--- config.mk ---
export PLATFORM = sky130hd
export DESIGN_NAME = generic_fifo_flagged
export DESIGN_NICKNAME = d
export VERILOG_FILES = /design/src/rtl/generic_fifo_flagged.sv
export SDC_FILE = /design/constraint.sdc
export NUM_CORES = 1
export LEC_CHECK = 0
export CORE_MARGIN = 2
export CORE_UTILIZATION = 47
export CTS_CLUSTER_DIAMETER = 120
export DETAILED_ROUTE_END_ITERATION = 10
export MAX_ROUTING_LAYER = met4
export PLACE_DENSITY_LB_ADDON = 0.2
export SLEW_MARGIN = 20
export SYNTH_ARGS = -nofsm -noshare
export SYNTH_HDL_FRONTEND = slang
export SYNTH_SLANG_ARGS = --single-unit
--- constraint.sdc ---
create_clock -name clk -period 6.7 [get_ports clk]
set_clock_uncertainty 0.1 [all_clocks]
set_input_delay 1.005 -clock clk [delete_from_list [all_inputs] [get_ports clk]]
set_output_delay 1.005 -clock clk [all_outputs]
set_load 0.005 [all_outputs]
--- src/rtl/generic_fifo_flagged.sv ---
// Synchronous FIFO with status flags, sticky error flags and an optional
// first-word-fall-through read port. Storage is an inferred memory array.
module generic_fifo_flagged #(
  parameter int GENERIC_FIFO_DEPTH        = 8,
  parameter int GENERIC_FIFO_DATA_WIDTH   = 32,
  parameter int GENERIC_FIFO_AF_THRESHOLD = 2,
  parameter int GENERIC_FIFO_AE_THRESHOLD = 2,
  parameter int GENERIC_FIFO_FWFT         = 0,
  localparam int GENERIC_FIFO_ADDR_WIDTH  = $clog2(GENERIC_FIFO_DEPTH)
) (
  input  logic                                 clk,
  input  logic                                 reset_poweron,
  input  logic                                 clear,
  input  logic                                 write,
  input  logic [GENERIC_FIFO_DATA_WIDTH-1:0]   write_data,
  input  logic                                 read,
  output logic [GENERIC_FIFO_DATA_WIDTH-1:0]   read_data,
  output logic                                 read_valid,
  output logic                                 empty,
  output logic                                 full,
  output logic                                 almost_full,
  output logic                                 almost_empty,
  output logic [GENERIC_FIFO_ADDR_WIDTH:0]     depth,
  output logic                                 overflow,
  output logic                                 underflow
);

  localparam int AW = GENERIC_FIFO_ADDR_WIDTH;
  localparam int DW = GENERIC_FIFO_DATA_WIDTH;
  localparam logic [AW:0] FULL_CNT = (AW+1)'(GENERIC_FIFO_DEPTH);
  localparam logic [AW:0] AF_LEVEL = (AW+1)'(GENERIC_FIFO_DEPTH - GENERIC_FIFO_AF_THRESHOLD);
  localparam logic [AW:0] AE_LEVEL = (AW+1)'(GENERIC_FIFO_AE_THRESHOLD);

  logic [DW-1:0] mem [GENERIC_FIFO_DEPTH];

  logic [AW-1:0] wp_q, wp_d;
  logic [AW-1:0] rp_q, rp_d;
  logic [AW:0]   depth_q, depth_d;
  logic          overflow_q, overflow_d;
  logic          underflow_q, underflow_d;
  logic          read_acc;
  logic          write_acc;
  logic          flush;

  // Status flags come straight from the registered occupancy.
  assign empty        = (depth_q == '0);
  assign full         = (depth_q == FULL_CNT);
  assign almost_full  = (depth_q >= AF_LEVEL);
  assign almost_empty = (depth_q <= AE_LEVEL);
  assign depth        = depth_q;
  assign overflow     = overflow_q;
  assign underflow    = underflow_q;

  // Reset or clear swallows any request made in the same cycle.
  assign flush     = reset_poweron | clear;
  assign read_acc  = read & ~empty & ~flush;
  assign write_acc = write & (~full | read_acc) & ~flush;

  // Next-state for pointers, occupancy and sticky errors.
  always_comb begin
    wp_d        = wp_q;
    rp_d        = rp_q;
    depth_d     = depth_q;
    overflow_d  = overflow_q;
    underflow_d = underflow_q;
    if (clear) begin
      wp_d        = '0;
      rp_d        = '0;
      depth_d     = '0;
      overflow_d  = 1'b0;
      underflow_d = 1'b0;
    end else begin
      if (write_acc) wp_d = wp_q + 1'b1;
      if (read_acc)  rp_d = rp_q + 1'b1;
      if (write_acc && !read_acc)      depth_d = depth_q + 1'b1;
      else if (read_acc && !write_acc) depth_d = depth_q - 1'b1;
      if (write && !write_acc) overflow_d  = 1'b1;
      if (read && !read_acc)   underflow_d = 1'b1;
    end
  end

  // Control state register with synchronous power-on reset.
  always_ff @(posedge clk) begin
    if (reset_poweron) begin
      wp_q        <= '0;
      rp_q        <= '0;
      depth_q     <= '0;
      overflow_q  <= 1'b0;
      underflow_q <= 1'b0;
    end else begin
      wp_q        <= wp_d;
      rp_q        <= rp_d;
      depth_q     <= depth_d;
      overflow_q  <= overflow_d;
      underflow_q <= underflow_d;
    end
  end

  // Storage write port; contents survive reset and clear.
  always_ff @(posedge clk) begin
    if (write_acc) mem[wp_q] <= write_data;
  end

  generate
    if (GENERIC_FIFO_FWFT == 0) begin : g_std
      logic [DW-1:0] read_data_q;
      logic          read_valid_q;

      // Registered read port: data lands the cycle after an accepted pop.
      always_ff @(posedge clk) begin
        if (flush) begin
          read_data_q  <= '0;
          read_valid_q <= 1'b0;
        end else begin
          read_valid_q <= read_acc;
          if (read_acc) read_data_q <= mem[rp_q];
        end
      end

      assign read_data  = read_data_q;
      assign read_valid = read_valid_q;
    end else begin : g_fwft
      // Head entry is always presented while the FIFO holds data.
      assign read_data  = empty ? '0 : mem[rp_q];
      assign read_valid = ~empty;
    end
  endgenerate

endmodule

### After elaboration in Yosys (flattened, before gate mapping)

Memories as Yosys holds them, arrays and structs flattened. A register that Yosys moved wholly into a read port is not among the register bits.
Index checks and enable logic that the tools add are counted.
W data, S select, Z words.

* shift-type cells: 0
* equality and inequality tests: 1
* muxes and demuxes: 4
* reduce and logical (&&, ||, !) cells: 9
* add/sub/neg operators: 4
* bitwise logic cells: 9
* multiply operators: 0
* $lt $le $gt $ge: 2
* divide/modulo/power cells: 0

Operators with widths (count)
* $mux W4: 2
* $add A3 B1 Y3 const B: 2
* $add A4 B1 Y4 const B: 1
* $and A1 B1 Y1: 4
* $eq A4 B4 Y1 const B: 1
* $ge A4 B3 Y1 const B: 1
* $le A4 B2 Y1 const B: 1
* $logic_and A1 B1 Y1: 4
* $logic_not A4 Y1: 1
* $sub A4 B1 Y4 const B: 1
* $not A1 Y1: 3
* $logic_not A1 Y1: 2
* $mux W1: 2
* $or A1 B1 Y1: 2
* $reduce_bool A2 Y1: 1
* $reduce_or A2 Y1: 1

* ROM bits: 0
* memories: 1
* input bits: 37
* flip-flop bits (word level): 13
* RAM bits: 256
* logic and storage cells: 36
* bits in latches: 0

Memory list
* mem: depth 8, width 32, rd ports 1, clocked after Yosys merged registers in 1, write ports 1, RTL line 34 `logic [DW-1:0] mem [GENERIC_FIFO_DEPTH];`

### Depth between registers and ports, before layout

Gate-level depths: netlist (run 1).

* depth after elaboration: 11
* gate-level depth with buffers: 11

### Worst setup path after synthesis (run 1)

No wires, ideal clock.

* path type: input port to flip-flop
* start: input port clear
* end: memory mem[0][0] (netlist name) (enable)
* required time: 6099 ps
* data arrival time: 4742 ps
* path slack: 1357 ps
* setup time: 501 ps
* stages: 3
* cell sequence: or2_2 or2_2 nor4_1

* cells in the longest elaborated chain, start to end: 8

RTL lines
* start, declared: RTL line 13 `input logic clear,`
* $or A1 B1 Y1 *: RTL line 55 `assign flush = reset_poweron | clear;`
* $not A1 Y1 *: RTL line 56, 57
* $and A1 B1 Y1: RTL line 56 `assign read_acc = read & ~empty & ~flush;`
* $or A1 B1 Y1: RTL line 57 `assign write_acc = write & (~full | read_acc) & ~flush;`
* $and A1 B1 Y1: RTL line 57
* $and A1 B1 Y1 *: RTL line 57
* $mux W1 *: RTL line 101 `if (write_acc) mem[wp_q] <= write_data;`
* $mux W1 (implied by the code) *: RTL line 101
* end, declared: RTL line 34

Every way passes the cells marked *; elsewhere a longest branch is shown, timed or not.

### Final worst setup path (run 1)

* start: input port read
* end: register depth_q[3] (netlist: depth[3])

* cells in the longest elaborated chain, start to end: 8

RTL lines
* start, declared: RTL line 16 `input logic read,`
* $and A1 B1 Y1 * (2 in a row): RTL line 56
* $or A1 B1 Y1: RTL line 57
* $and A1 B1 Y1 (2 in a row): RTL line 57
* $logic_not A1 Y1: RTL line 76 `else if (read_acc && !write_acc) depth_d = depth_q - 1'b1;`
* $logic_and A1 B1 Y1: RTL line 76
* $reduce_bool A2 Y1 (no line)
* end signal, assigned: RTL line 93 `depth_q <= depth_d;`
* end, declared: RTL line 38 `logic [AW:0] depth_q, depth_d;`

Marks and branches as above.
A chain may end at the register's enable or synchronous reset.

==> results of run 1 <==
critical path, delay by kind of cell:
kind            cells  cell delay (ns)
compound gates      4             1.41
fa+ha+maj           2             0.50
buf+inv             3             0.80
simple gates        2             0.40
report_power, final:
group	switching, mW	internal [mW]
Clock	0.681	1.18
Combinational	0.0656	0.0590
Sequential	0.00954	2.04
per-layer routing:
layer | GRT usage, % | vias to the layer above | part of all wire [%] | wire length (microns)
li1 | - | 2466 | - | -
met1 | 26.5 | 2939 | 43 | 9800
met2 | 31.6 | 168 | 50 | 11500
met3 | 2.98 | 35 | 5.6 | 1290
met4 | 4.42 | 0 | 1.7 | 382
met5 | - | - | 0 | 0
cell families after synthesis:
kind of cell / share of synthesized area [%]
mux: 13.2
buf+inv: 1.76
xor+xnor: 0.471
flops: 76.9
simple gates: 2.75
fa+ha+maj: 0.740
compound gates: 4.16
registers in the layout (all words and copies together) (netlist names):
name,count
read_valid,1
wp_q,3
underflow,1
overflow,1
read_data,32
rp_q,3
mem,256
depth,4
layout by cell type (no fill, tap or decap), types with 4 or more instances in the layout:
master	n
a21oi_1	4
buf_4	12
bufinv_16	8
clkbuf_16	31
clkdlybuf4s50_1	79
clkinv_1	5
clkinv_2	4
dfxtp_1	43
edfxtp_1	256
ha_1	5
inv_1	4
mux4_2	64
nor2_1	46
o21ai_0	32
o22ai_1	32
xor2_1	4
worst paths after layout:
kind / endpoint / slack (ns) / cells after the start
hold reg to reg: overflow$_SDFFE_PP0P_ / 0.37 / 2
setup reg to reg: depth[3]$_SDFFE_PP0P_ / 3.48 / 10
hold / removal: overflow$_SDFFE_PP0P_ / 0.37 / 2
setup / recovery: depth[3]$_SDFFE_PP0P_ / 2.96 / 11
cell type report:
class | instances | area share, %
sequential | 301 | 63.8
clock inverter | 19 | 2.20
timing repair buffer | 92 | 6.63
multi-input combinational | 225 | 18.1
inverter | 4 | 0.112
tap | 319 | 2.97
clock buffer | 37 | 6.15
==> results.txt, run 1 <==
Status -> finished clean
Worst slack at placement -> 2.45 ns
Unrepaired setup endpoints after global routing -> no
GPL Wtd Cong -> 0.707
Worst Setup SP -> read
Final Max Tran Viols -> 0
Clk buf depth -> 3
Layout area overhead -> 20.6%
CORE AREA -> 23,400 sq um
Yosys cell types -> 34
Slowest cell on crit path -> o41a_2
Crit path required time -> 7.08 ns
Worst hold path type -> reg -> reg
Top cells by count, synth -> edfxtp_1, mux4_2, nor2_1
Ys async rst share -> 0%
Total Power -> 4.04 mW
TritonRoute pass-1 iters -> 4
Post-CTS Setup Bufs -> 0
Total vias in the final route -> 5,608
PD cells -> 300 nW/um^2
ANT cells -> 0
Share of cells above drive strength 1 -> 21.1%
Cell taking the most area after synthesis -> edfxtp_1
Slew @ Worst Pin -> 0.994 ns
Fmax -> 268 MHz
Leakage -> 4.30 nW
Crit share post-route -> 55.8%
R2r startpoint -> depth[3]$_SDFFE_PP0P_
Vias in the first global route -> 5,838
Min-delay src -> overflow$_SDFFE_PP0P_
Initial Utilization -> 47.7%
Remaining DRCs -> 0
DP Area -> 12,300 sq um
CP arrival -> 4.12 ns
Seq/Total Area, Yosys -> 76.9%
CP Max Fanout -> 38
Placed insts -> 941
CTS resizes -> 0
Rows -> 56
Predominant post-synthesis flop cell -> edfxtp_1
Post-synth net total -> 602
CTS Sinks -> 301
Gr usage total -> 19.5%
Cell area after layout -> 13,500 sq um
Max-capacitance violation count -> 0
CP Class -> in -> reg
Post-Route Setup TNS -> 0 ns
PortBufs -> 79
Worst path cell trace -> clkdlybuf4s50_1 -> o41a_2 -> and2_1 -> inv_1 -> ha_1 -> inv_1 -> ha_1 -> a21oi_1 -> nand3_1 -> a211oi_1 -> a31o_2
Register area -> 8590 sq um
Die area -> 25,000 sq um
Slew HR -> 33.7%
# fillers -> 1,763
DR vias/cell -> 5.62
Routed length per instance -> 23.0 microns
# nets final -> 697
Multi-input gate area -> 2440 sq um
Grt ovf -> 0
Mapped cell area -> 11,200 sq um
Synthesized flop and latch total -> 301
Final setup viols -> 0
Mean Syn Cell Area -> 20.0 sq um
H-tree Lvls -> 1
Dpl hpwl -> 11,900 microns
Routed Antenna Nets -> 0
Ys Warns -> 0
CTS tree -> built
Startpoint types -> input pin
Tmin final -> 3.74 ns
Synth top area share -> 68.9%
Worst vdd ir -> 192 uV
First-pass GRT wire length -> 35,000 microns
Total Wirelength -> 22,900 microns
Final Hold Viols -> 0
1st-iter DRT viols -> 435
Clock root buffer -> clkbuf_16
Num CTS Buffers -> 30
I/O pin cnt -> 80
Final non-filler cell total -> 997
Most numerous cell in the Yosys netlist -> edfxtp_1
Syn Inst Count -> 559
Worst-path clk slew -> 0.06 ns
Crit path capture type -> flip-flop
Die Ht -> 158 microns
Largest net degree at the start of global routing -> 65
Cts hold-fix bufs -> 0
Worst hold margin -> 0.374 ns
Initial antenna violation count -> 0
Core Util, Final -> 57.5%
Setup slack after layout -> 2.96 ns
CP max stage delay -> 0.77 ns
Worst-Skew Late Latency -> 0.54 ns
Post-synth EDFFs -> 256
Die Width -> 158 microns
Dominant cells by area after synthesis -> edfxtp_1, mux4_2, dfxtp_1
Note: power is estimated with default switching activity, not from simulation.
==> run 2, diff against run 1 <==
clock period = 3.7 ns   (was 6.7 ns; I/O delays follow)
==> run 2 against run 1 <==
Cell count up 0.60%; combinational power up 86%; global-route usage down 0.77 points; via count up 0.36%; critical endpoint unchanged; total power up 68%; sequential power up 81%; highest routed layer unchanged; register-to-register slack worse by 2.8 ns; non-clock buffer count up 6; routed wire length down 3.8%; first-iteration DRC count down 3.9%.
==> results.txt, run 2 (synthesized netlist as in run 1, its figures left out) <==
Dpl hpwl -> 12,100 microns
Slew HR -> 38.0%
Core Util, Final -> 57.2%
Tmin final -> 3.07 ns
H-tree Lvls -> 1
Status -> finished clean
Crit share post-route -> 82.8%
CTS tree -> built
Worst path cell trace -> or4b_4 -> o21ai_4 -> or2_2 -> inv_1 -> ha_1 -> inv_1 -> ha_1 -> a21oi_1 -> a211o_1 -> a211oi_1 -> a31o_2
Clock root buffer -> clkbuf_16
Clk buf depth -> 3
Max-capacitance violation count -> 0
Cell area after layout -> 13,400 sq um
Share of cells above drive strength 1 -> 20.3%
Setup slack after layout -> 0.635 ns
CP Max Fanout -> 8
GPL Wtd Cong -> 0.771
Worst hold path type -> reg -> reg
Placed insts -> 947
Worst hold path depth -> 2
Die Ht -> 158 microns
Fmax -> 326 MHz
Worst vdd ir -> 304 uV
DP Area -> 12,500 sq um
Num CTS Buffers -> 30
Gr usage total -> 18.7%
Worst R2R Path Depth -> 11
PD cells -> 506 nW/um^2
Die area -> 25,000 sq um
Slew @ Worst Pin -> 0.929 ns
Die Width -> 158 microns
Slowest cell on crit path -> or4b_4
Most common cell after layout, fill and taps aside -> edfxtp_1
Worst slack at placement -> 0.411 ns
CORE AREA -> 23,400 sq um
ANT cells -> 0
I/O pin cnt -> 80
Initial Utilization -> 47.7%
# nets final -> 703
Initial antenna violation count -> 0
Worst-path clk slew -> 0.06 ns
Total Wirelength -> 22,000 microns
Routed Antenna Nets -> 0
Unrepaired setup endpoints after global routing -> no
Worst-Skew Late Latency -> 0.54 ns
CP max stage delay -> 0.62 ns
DR vias/cell -> 5.61
Crit path required time -> 4.03 ns
Total vias in the final route -> 5,628
Final Max Tran Viols -> 0
Crit path capture type -> flip-flop
Cts hold-fix bufs -> 0
Vias in the first global route -> 5,884
1st-iter DRT viols -> 418
CTS Sinks -> 301
Final setup viols -> 0
Startpoint types -> flip-flop
CP arrival -> 3.40 ns
Largest register FFs -> 256
CP Class -> reg -> reg
Largest net degree at the start of global routing -> 39
Final Hold Viols -> 0
Most flop-heavy register -> mem
Layout area overhead -> 20.0%
PortBufs -> 79
Post-CTS Setup Bufs -> 0
Leakage -> 4.24 nW
Remaining DRCs -> 0
Grt ovf -> 0
Routed length per instance -> 22.0 microns
CTS resizes -> 0
Rows -> 56
First-pass GRT wire length -> 33,800 microns
Most frequent cells in the layout -> edfxtp_1, clkdlybuf4s50_1, mux4_2
TritonRoute pass-1 iters -> 4
Final non-filler cell total -> 1,003
run 2: cell types whose count changed in the layout (fill, tap and decap cells not counted), sizes merged:
cell / before / now
buf: 13 / 19
bufinv: 8 / 1
clkbuf: 37 / 48
clkinv: 10 / 6
clkinvlp: 0 / 1
inv: 5 / 4
run 2: metrics by stage:
stage / hold slack (ns) / total power, mW / TNS, ns
after floorplan: 0.360 / 3.89 / -33.18
after global placement: 0.364 / 4.02 / 0
after detailed placement: 0.376 / 4.03 / 0
after CTS: 0.391 / 6.84 / 0
after global routing: 0.420 / 6.98 / 0
final: 0.383 / 6.78 / 0
run 2: layout make-up:
| cell class | count | area (sq um) |
|---|---|---|
| Fill cell | 1798 | 10000 |
| Sequential cell | 301 | 8590 |
| Multi-Input combinational cell | 225 | 2440 |
| Timing Repair Buffer | 98 | 1020 |
| Clock buffer | 48 | 860 |
| Tap cell | 319 | 399 |
| Clock inverter | 8 | 63.8 |
| Inverter | 4 | 15.0 |
run 2: metal layers:
| metal | part of all wire [%] | track usage (%) | up-vias | wire, microns |
|---|---|---|---|---|
| met1 | 42 | 24.3 | 2946 | 9160 |
| met3 | 6.1 | 3.12 | 40 | 1350 |
| met5 | 0 | - | - | 0 |
| li1 | - | - | 2478 | - |
| met4 | 2.1 | 4.38 | 0 | 458 |
| met2 | 50 | 31.4 | 164 | 11100 |
run 2: report_power, final:
group          total (mW)  switching, mW  internal, mW
logic               0.232          0.120         0.112
registers            3.72         0.0165          3.70
clock network        2.83           1.18          1.65
total                6.78           1.31          5.46
run 2: path summary, 6_finish.rpt:
path / start / end / slack, ns
worst max-delay path: depth[0]$_SDFFE_PP0P_ / depth[3]$_SDFFE_PP0P_ / 0.63
worst min-delay path: underflow$_SDFFE_PP0P_ / underflow$_SDFFE_PP0P_ / 0.38
worst max register to register: depth[0]$_SDFFE_PP0P_ / depth[3]$_SDFFE_PP0P_ / 0.63
worst min register to register: underflow$_SDFFE_PP0P_ / underflow$_SDFFE_PP0P_ / 0.38
run 2: worst max-delay path, delay by kind of cell, from the launching register on:
kind | cells | cell delay [ns]
AOI/OAI and AO/OA | 5 | 0.93
adders and majority gates | 2 | 0.47
buffers and inverters | 2 | 0.19
DFF | 1 | 0.40
and+or+nand+nor | 2 | 0.85
==> run 3, diff against run 2 <==
clock period = 2.53 ns   (was 3.7 ns; I/O delays follow)
==> run 3 against run 2 <==
Setup slack worse by 0.65 ns; sequential share of layout area decreased by 2.9 points; worst hold slack better by 0.022 ns; the flow now finishes with violations (negative setup slack); critical endpoint unchanged; non-clock buffer count increased by 28; total power up 58%.
==> results.txt, run 3 (synthesized netlist as in run 1, its figures left out) <==
Status -> complete, but fails checks
Violated checks -> negative setup slack
DR vias/cell -> 5.49
Total Wirelength -> 22,800 microns
Remaining DRCs -> 0
Startpoint types -> flip-flop
Share of cells above drive strength 1 -> 27.1%
Unrepaired setup endpoints after global routing -> yes
Tmin final -> 2.55 ns
Worst hold path type -> reg -> reg
Vias in the first global route -> 5,943
Clk buf depth -> 3
Routed length per instance -> 22.2 microns
Final Max Tran Viols -> 0
# nets final -> 730
I/O pin cnt -> 80
Cts hold-fix bufs -> 0
Psw -> 1.96 mW
CTS tree -> built
Initial antenna violation count -> 0
Clock root buffer -> clkbuf_16
Most frequent cells in the layout -> edfxtp_1, clkdlybuf4s50_1, mux4_2
Post-Route Setup TNS -> -0.0174 ns
Total vias in the final route -> 5,646
Comb power frac -> 3.6%
Worst R2R Path Depth -> 11
Die Width -> 158 microns
Worst-Skew Late Latency -> 0.53 ns
Register area -> 8600 sq um
Largest register FFs -> 256
Worst-path clk slew -> 0.06 ns
Slew @ Worst Pin -> 0.532 ns
TritonRoute pass-1 iters -> 4
Worst vdd ir -> 572 uV
Placed insts -> 971
1st-iter DRT viols -> 514
CTS Sinks -> 301
CP Max Fanout -> 4
Max-capacitance violation count -> 0
Net Sw Frac -> 18.3%
PD cells -> 764 nW/um^2
CORE AREA -> 23,400 sq um
Dpl hpwl -> 12,900 microns
PortBufs -> 79
Most common cell after layout, fill and taps aside -> edfxtp_1
Multi-input gate area -> 2550 sq um
Grt ovf -> 0
Clock Power Share -> 45.8%
Die Ht -> 158 microns
GPL Wtd Cong -> 0.766
Crit share post-route -> 101%
Gr usage total -> 19.5%
Most flop-heavy register -> mem
Worst hold path depth -> 2
ANT cells -> 0
CP Class -> reg -> reg
Final setup viols -> 1
Final Hold Viols -> 0
H-tree Lvls -> 1
Int Pwr -> 8.78 mW
Slew HR -> 64.5%
Worst slack at placement -> -0.359 ns
Initial Utilization -> 47.7%
Core Util, Final -> 60.1%
Num CTS Buffers -> 29
Largest net degree at the start of global routing -> 53
Routed Antenna Nets -> 0
Rows -> 56
Fmax -> 393 MHz
Final non-filler cell total -> 1,028
CP arrival -> 2.92 ns
Crit path capture type -> flip-flop
Layout area overhead -> 25.9%
# fillers -> 1,723
Leakage -> 4.53 nW
First-pass GRT wire length -> 34,900 microns
Setup slack after layout -> -0.0174 ns
Die area -> 25,000 sq um
Sequential power share -> 50.6%
Crit path required time -> 2.90 ns
Total Power -> 10.7 mW
## run 3: changes by cell type in the layout (fill, tap and decap cells not counted), sizes merged
cell           previous run  this run
clkinv                    6         8
bufinv                    1        10
buf                      19        47
clkbuf                   48        34
dlygate4sd2               0         1
clkdlybuf4s50            79        78
## run 3: final cells by class
type | count | share of cell area [%]
Multi-Input combinational cell | 225 | 18.1
Clock buffer | 34 | 5.44
Sequential cell | 301 | 61.2
Tap cell | 319 | 2.84
Clock inverter | 19 | 2.48
Inverter | 4 | 0.125
Timing Repair Buffer | 126 | 9.76
## run 3: final timing paths
path / from / endpoint / slack, ns
max: depth[0]$_SDFFE_PP0P_ / depth[3]$_SDFFE_PP0P_ / -0.02
min: overflow$_SDFFE_PP0P_ / overflow$_SDFFE_PP0P_ / 0.41
max reg2reg: depth[0]$_SDFFE_PP0P_ / depth[3]$_SDFFE_PP0P_ / -0.02
min reg2reg: overflow$_SDFFE_PP0P_ / overflow$_SDFFE_PP0P_ / 0.41
## run 3: stage by stage
step           hold WS, ns  cell area, sq um
3_5_place_dp         0.397             12900
2_1_floorplan        0.360             11200
6_report             0.405             14100
4_1_cts              0.414             14000
3_3_place_gp         0.370             12900
5_1_grt              0.411             14100
## run 3: repair_timing
action                     CTS  global route
setup buffers                4             0
resized for setup           10             1
setup endpoints to repair    2             3
pin swaps                    7             4
gates cloned                 0             0
## run 3: worst max-delay path, cell delays in order, from the launching register on
cell      delay, ns
dfxtp_4        0.35
or4b_4         0.55
o21ai_4        0.16
or2_4          0.14
inv_2          0.04
ha_4           0.16
inv_4          0.08
ha_4           0.17
nand3_4        0.08
a211o_1        0.33
a211oi_2       0.21
a31o_2         0.13
## run 3: power by group through the flow
stage	clock (mW)	sequential, mW	combinational [mW]
after floorplan	0	5.54	0.153
after global placement	0	5.54	0.361
after detailed placement	0	5.54	0.373
after CTS	5.02	5.44	0.388
after global routing	5.22	5.44	0.417
final	4.92	5.44	0.385
## run 3: routing by layer
| layer | vias up | track usage (%) | share of wire [%] |
|---|---|---|---|
| met4 | 0 | 4.68 | 1.4 |
| met2 | 126 | 32.7 | 52 |
| li1 | 2537 | - | - |
| met3 | 27 | 2.82 | 4.4 |
| met1 | 2956 | 25.6 | 43 |
| met5 | - | - | 0 |
